[src/rtl/pipe_stall_ctrl_pkg.sv]
// rtl/pipe_stall_ctrl_pkg.sv - shared stall encodings, stall bit indices and madd phase values
package pipe_stall_ctrl_pkg;

    // Bit positions inside the stall vector; a 1 holds that register.
    localparam int STALL_BIT_PC    = 0;
    localparam int STALL_BIT_IF_ID = 1;
    localparam int STALL_BIT_ID_EX = 2;
    localparam int STALL_BIT_EX_MEM = 3;
    localparam int STALL_BIT_MEM_WB = 4;
    localparam int STALL_BIT_WB    = 5;
    localparam int STALL_W         = 6;

    // ID stall freezes the front end up to ID/EX; EX stall also freezes EX/MEM input.
    localparam logic [STALL_W-1:0] STALL_NONE = 6'b000000;
    localparam logic [STALL_W-1:0] STALL_ID   = 6'b000111;
    localparam logic [STALL_W-1:0] STALL_EX   = 6'b001111;

    // madd/msub phase presented to EX.
    localparam logic [1:0] CNT_MUL = 2'd0;
    localparam logic [1:0] CNT_ACC = 2'd1;

endpackage

[src/rtl/pipe_stall_ctrl.sv]
// rtl/pipe_stall_ctrl.sv - pipeline stall/flush sequencer with madd and div watchdog
module pipe_stall_ctrl
    import pipe_stall_ctrl_pkg::*;
#(
    parameter int DIV_MAX_CYCLES = 34,
    parameter int CNT_W          = 6
) (
    input  logic               clk,
    input  logic               rst,
    input  logic               stallreq_id,
    input  logic               ex_op_madd,
    input  logic               ex_op_div,
    input  logic               div_ready,
    input  logic               flush_req,
    output logic [STALL_W-1:0] stall,
    output logic               flush,
    output logic [1:0]         cnt,
    output logic               div_start,
    output logic               div_annul,
    output logic               busy,
    output logic               div_timeout
);

    typedef enum logic [1:0] {
        ST_IDLE = 2'd0,
        ST_MADD = 2'd1,
        ST_DIV  = 2'd2
    } state_t;

    // Last DIV cycle that may still wait for div_ready before the watchdog fires.
    localparam logic [CNT_W-1:0] DIV_LAST = CNT_W'(DIV_MAX_CYCLES - 1);

    state_t           state_q, state_d;
    logic [CNT_W-1:0] div_cnt_q, div_cnt_d;
    logic             flush_q, flush_d;
    logic             div_annul_q, div_annul_d;
    logic             div_timeout_q, div_timeout_d;
    logic             hold_ex;
    logic             start_c;

    // Next-state, counter and EX-hold decision; flush_req overrides any op in flight.
    always_comb begin
        state_d       = state_q;
        div_cnt_d     = div_cnt_q;
        flush_d       = flush_req;
        div_annul_d   = 1'b0;
        div_timeout_d = 1'b0;
        hold_ex       = 1'b0;
        start_c       = 1'b0;
        if (flush_req) begin
            state_d     = ST_IDLE;
            div_cnt_d   = '0;
            div_annul_d = (state_q == ST_DIV);
        end else begin
            case (state_q)
                ST_IDLE: begin
                    if (ex_op_div) begin
                        start_c   = 1'b1;
                        hold_ex   = 1'b1;
                        div_cnt_d = '0;
                        state_d   = ST_DIV;
                    end else if (ex_op_madd) begin
                        hold_ex = 1'b1;
                        state_d = ST_MADD;
                    end
                end
                ST_MADD: begin
                    state_d = ST_IDLE;
                end
                ST_DIV: begin
                    start_c = 1'b1;
                    if (div_ready) begin
                        // A result on the watchdog cycle still counts as success.
                        state_d   = ST_IDLE;
                        div_cnt_d = '0;
                    end else if (div_cnt_q == DIV_LAST) begin
                        state_d       = ST_IDLE;
                        div_cnt_d     = '0;
                        div_annul_d   = 1'b1;
                        div_timeout_d = 1'b1;
                    end else begin
                        hold_ex   = 1'b1;
                        div_cnt_d = div_cnt_q + 1'b1;
                    end
                end
                default: begin
                    state_d   = ST_IDLE;
                    div_cnt_d = '0;
                end
            endcase
        end
    end

    // State, watchdog counter and the one-cycle pulse outputs.
    always_ff @(posedge clk or negedge rst) begin
        if (!rst) begin
            state_q       <= ST_IDLE;
            div_cnt_q     <= '0;
            flush_q       <= 1'b0;
            div_annul_q   <= 1'b0;
            div_timeout_q <= 1'b0;
        end else begin
            state_q       <= state_d;
            div_cnt_q     <= div_cnt_d;
            flush_q       <= flush_d;
            div_annul_q   <= div_annul_d;
            div_timeout_q <= div_timeout_d;
        end
    end

    // Same-cycle outputs; gated by reset so nothing leaks while the core is held.
    always_comb begin
        stall     = STALL_NONE;
        div_start = 1'b0;
        if (rst) begin
            div_start = start_c;
            if (flush_req)        stall = STALL_NONE;
            else if (hold_ex)     stall = STALL_EX;
            else if (stallreq_id) stall = STALL_ID;
            else                  stall = STALL_NONE;
        end
    end

    assign cnt         = (state_q == ST_MADD) ? CNT_ACC : CNT_MUL;
    assign busy        = (state_q != ST_IDLE);
    assign flush       = flush_q;
    assign div_annul   = div_annul_q;
    assign div_timeout = div_timeout_q;

endmodule
[config.mk]
export PLATFORM = sky130hd
export DESIGN_NAME = pipe_stall_ctrl
export DESIGN_NICKNAME = d
export VERILOG_FILES = /design/src/rtl/pipe_stall_ctrl_pkg.sv /design/src/rtl/pipe_stall_ctrl.sv
export SDC_FILE = /design/constraint.sdc
export NUM_CORES = 1
export LEC_CHECK = 0
export ABC_CLOCK_PERIOD_IN_PS = 2400
export CAP_MARGIN = 25
export CORE_MARGIN = 2
export CORE_UTILIZATION = 44
export CTS_CLUSTER_DIAMETER = 30
export DETAILED_ROUTE_END_ITERATION = 16
export GPL_TIMING_DRIVEN = 0
export PLACE_DENSITY = 0.83
export RECOVER_POWER = 100
export SYNTH_ARGS = -nofsm -noshare
export SYNTH_HDL_FRONTEND = slang
export SYNTH_SLANG_ARGS = --single-unit
[constraint.sdc]
create_clock -name clk -period 2.4 [get_ports clk]
set_input_delay 0.48 -clock clk [delete_from_list [all_inputs] [get_ports clk]]
set_output_delay 0.48 -clock clk [all_outputs]
set_load 0.01 [all_outputs]
# Yosys cells after proc, flatten, opt, wreduce, memory -nomap -nowiden
# Index checks and enable logic that the tools add are counted.
# totals
in_bits	7
word_cells	48
regBits	11
out_inout_bits	13
memories	0
mem_bits_ro	0
latch_bits	0
ram_bits	0
# op_classes
n_eq_ne	7
addsub	1
shifts	0
n_bitwise	0
div_mod_pow	0
n_mul	0
magnitude_cmp	0
reduce_logical	4
n_mux	31
# ops
operator	count
$mux W6	4
$pmux W6 S3	1
$mux W1	14
$mux W4	3
$mux W2	5
$add A6 B1 Y6 const B	1
$eq A6 B6 Y1 const B	1
$ne A4 B3 Y1 const B	1
$ne A4 B4 Y1 const B	1
$pmux W1 S2	2
$pmux W2 S2	1
$reduce_and A2 Y1	2
$mux W3	1
$ne A3 B3 Y1 const B	1
$eq A2 B1 Y1 const B	1
$eq A2 B2 Y1 const B	1
$logic_not A2 Y1	1
$ne A2 B2 Y1 const B	1
$reduce_bool A2 Y1	1

# Depth between registers and ports, before layout
# Gate-level depths: netlist of the first run.
# logic_depth
depth_word	8
mapped_depth	7
mapped_depth_nobuf	6

# Worst setup path after synthesis of the first run
# No wires, ideal clock.
# synth_path
path_type	reg2out
start	register div_cnt_q[1]
end	output port stall[1]
required_ns	1.920
stages_incl_launch_ff	8
slack_ns	0.203
arrival_ns	1.717
path_cell_list	dfrtp_1 inv_1 ha_1 nor4b_1 a21oi_1 a311oi_1 nor2_1 buf_4
# synth_between
elab_chain_len	8
# synth_lines
element	line_no	source
start, declared	pipe_stall_ctrl.sv:34	logic [CNT_W-1:0] div_cnt_q, div_cnt_d;
start signal, assigned	pipe_stall_ctrl.sv:104	div_cnt_q <= div_cnt_d;
$eq A6 B6 Y1	pipe_stall_ctrl.sv:76	end else if (div_cnt_q == DIV_LAST) begin
$mux W1	pipe_stall_ctrl.sv:76	
$mux W1	pipe_stall_ctrl.sv:72	if (div_ready) begin
$pmux W1 S2	pipe_stall_ctrl.sv:55	case (state_q)
$mux W1	pipe_stall_ctrl.sv:50	if (flush_req) begin
$mux W4	pipe_stall_ctrl.sv:118	else if (hold_ex) stall = STALL_EX;
$mux W4	pipe_stall_ctrl.sv:117	if (flush_req) stall = STALL_NONE;
$mux W4	pipe_stall_ctrl.sv:115	if (rst) begin
end, declared	pipe_stall_ctrl.sv:15	output logic [STALL_W-1:0] stall,
# Every way passes these cells.

# Final worst setup path of the first run
# Same ends and word-level chain as after synthesis.

==> results of run 1 <==
## layout by cell type, fill, tap and decap left out
| cell type | Yosys | routed |
|---|---|---|
| buf_6 | 0 | 2 |
| o41ai_1 | 1 | 1 |
| ha_1 | 2 | 1 |
| or4_1 | 2 | 2 |
| clkbuf_2 | 0 | 2 |
| clkdlybuf4s25_1 | 0 | 1 |
| a211oi_1 | 2 | 2 |
| clkinv_2 | 0 | 1 |
| buf_2 | 1 | 1 |
| and2b_1 | 1 | 1 |
| or2_2 | 1 | 1 |
| and3_1 | 1 | 1 |
| a31o_2 | 1 | 1 |
| nor2_1 | 8 | 7 |
| dlygate4sd3_1 | 0 | 1 |
| conb_1 | 1 | 3 |
| nand2_1 | 4 | 4 |
| clkdlybuf4s50_1 | 0 | 9 |
| inv_1 | 5 | 5 |
| a21oi_1 | 5 | 4 |
| a311oi_2 | 0 | 1 |
| o31ai_1 | 1 | 1 |
| dfrtp_1 | 11 | 11 |
| a21oi_2 | 0 | 1 |
| nand2b_1 | 2 | 2 |
| nor3_1 | 2 | 2 |
| nor2_2 | 0 | 1 |
| ha_2 | 0 | 1 |
| a21o_1 | 1 | 1 |
| o21ai_0 | 6 | 6 |
| dlygate4sd2_1 | 0 | 1 |
| or4b_1 | 1 | 1 |
| nor4b_1 | 2 | 1 |
| clkbuf_4 | 0 | 3 |
| nand3_1 | 3 | 3 |
| buf_4 | 6 | 10 |
| nor4b_4 | 0 | 1 |
## where the power goes
part / leakage (nW) / total (mW) / internal, mW / switching, mW
Combinational: 0.238 / 0.0846 / 0.0437 / 0.0409
Sequential: 0.150 / 0.192 / 0.190 / 0.00279
Clock: 0.0177 / 0.126 / 0.0617 / 0.0638
Total: 0.405 / 0.402 / 0.295 / 0.108
## worst max-delay path by stage
stage / endpoint / cells past startpoint
finish: stall[1] / 8
global route: stall[2] / 8
CTS: stall[1] / 9
detailed placement: stall[1] / 5
global placement: stall[1] / 5
floorplan: stall[1] / 7
## worst max-delay path: cells and delay by family, from the launching register on
kind                       cells  cell delay, ps
AOI/OAI and AO/OA              2             430
and+or+nand+nor                2             360
adders and majority gates      1             170
DFF                            1             410
buffers and inverters          3             320
## flip-flops by register name, summed over array words and instances, names as in the netlist
register	cells
div_timeout	1
flush	1
div_annul	1
div_cnt_q	6
state_q	2
## per-layer routing
metal | vias to the layer above | wire (µm) | global-route usage, %
met4 | 0 | 34 | 9.68
met1 | 282 | 605 | 20.4
met2 | 23 | 728 | 30.3
li1 | 296 | - | -
met3 | 4 | 88 | 5.22
met5 | - | 0 | 0
## cells by family after synthesis
kind of cell | count (synthesis) | synth area share, %
adders and majority gates | 2 | 3.98
DFF | 11 | 43.7
other | 1 | 0.596
and+or+nand+nor | 27 | 23.1
AOI/OAI and AO/OA | 18 | 17.7
buffers and inverters | 12 | 10.9
## stage by stage
step                      hold WS [ps]  power [mW]  std cells
after CTS                          260       0.404        112
after floorplan                    184       0.235         73
after global placement             524       0.273        104
after global routing               365       0.424        112
final                              334       0.402        112
after detailed placement           525       0.274        104
## cell type report
type	instances	area, µm²	share of cell area (%)
plain buffers	6	42.5	4.76
clock buffers	3	22.5	2.52
clock inverters	1	5.00	0.559
inverters	5	18.8	2.10
multi-input cells	50	323	36.1
flip-flops and latches	11	275	30.8
well taps	15	18.8	2.10
repair buffers	21	189	21.1
## what timing repair did
item                                    in CTS  in global routing
buffers inserted                             4                  1
hold buffers                                 0                  0
endpoints found under the setup margin       5                  4
resized for setup                           13                 11
pin swaps                                    3                  3
hold endpoints to repair                     0                  0
==> flow_summary.ini, run 1 <==
[outcome]
outcome = finished, violations left
violations = setup timing

[synth]
synth.distinct_cells = 25
ys_top_cells_by_count = dfrtp_1, nor2_1, buf_4, o21ai_0
yosys_warnings = 0
yosys.area.top_type_share_pct = 43.7
netlist_area_um2 = 629
synth_edf_count = 0
synthCells = 71
yosysTopAreaCell = dfrtp_1
synth-seq-area-share_pct = 43.7
synth-seq-cells = 11
avgSynthCellArea_um2 = 8.86
synth_flop_cell = dfrtp_1
async_reset_ff_share_pct = 100
netlist_top_cells_area = dfrtp_1, buf_4, o21ai_0
synth.most_common_cell = dfrtp_1

[sta]
fin_crit_ps = 2430
worst_pin_slew_ps = 887
rsz0062_at_grt = yes
hold_viol = 0
slew_viol_final = 0
timing.final.crit_share_pct = 101
worst_slack_ps = -32.6
setup_violations = 2
tns_ps = -65.2
relSlewSlack_pct = 40.5
max_freq_ghz = 0.411
worst_clock_skew_ps = 3.25

[layout]
drive_above_1_share_pct = 26.8
fill_cells = 114
syn2layout_area_growth_pct = 42.1
final_nets = 107
final_util_pct = 67.9
diodes = 0
final_area_um2 = 895

[clocking]
cts-buffers-inserted = 3
cts.sinks = 11
htree_levels = 1
cts-root-buf = clkbuf_4
clock_latency_ps = 270
cts.path.max_buffers = 2
cts_tree = done
path_clk_slew_ps = 70

[drt]
routed_wl_mm = 1.46
dr_total_vias = 605
final_antenna_net_count = 0
drc = 0
drt_iter0_drc = 10
routed_via_density = 5.40
firstDrtPassIters = 4
post_drt_wl_per_cell_um = 13.0

[worst_setup_path]
r2r-start = state_q[0]$_DFFE_PN0P_
arrival_ps = 1950
slowest_delay_ps = 410
regToRegEndpoint = div_cnt_q[5]$_DFFE_PN0P_
crit_start = div_cnt_q[1]$_DFFE_PN0P_
path_class = register to output pin
cp_cell_sequence = inv_1, ha_2, nor4b_4, a21oi_2, a311oi_2, nor2_2, buf_4, buf_6
r2r_setup_slack_ps = 450
critical_path.endpoint_type = output pin
required_ps = 1920
cpMaxStageDelayCell = dfrtp_1
reg2regPathDepth = 5
worst_setup_path_start_kind = register
worstPathMaxFanout = 3

[floorplan]
die_y_um = 41.8
rows = 13
initial_core_util_pct = 47.8
pin_count = 20
core_um2 = 1320
die_w_um = 41.8
dieArea_um2 = 1750

[grt]
antenna_found_initial = 0
grt_pass1_vias = 582
grt_max_degree = 13
track_usage_pct = 18.0
grt.overflow.total = 0
grt_first_pass_wirelength_mm = 2.39

[placed_design]
place_congestion = 0.818
pre_cts_slack_ps = -448
io_buffers = 16
dp_hpwl_um = 974
placed_area_um2 = 816

[pwr]
ir_worst_vdd_v = 0.000296
power_density_nw_per_um2 = 450
p_leak_nw = 0.405

[min_path]
hold_class = input pin to asynchronous set/reset pin

[flow_run]
cap_violations = 0
(Power assumes the default switching activity.)
==> run 2, diff against run 1 <==
--- a/config.mk
+++ b/config.mk
@@ -6,7 +6,7 @@
 export NUM_CORES = 1
 export LEC_CHECK = 0
 export ABC_CLOCK_PERIOD_IN_PS = 2400
-export CAP_MARGIN = 25
+export CAP_MARGIN = 10
 export CORE_MARGIN = 2
 export CORE_UTILIZATION = 44
 export CTS_CLUSTER_DIAMETER = 30
==> results of run 2 <==
Final layout, timing and power as in run 1 (identical DEF).
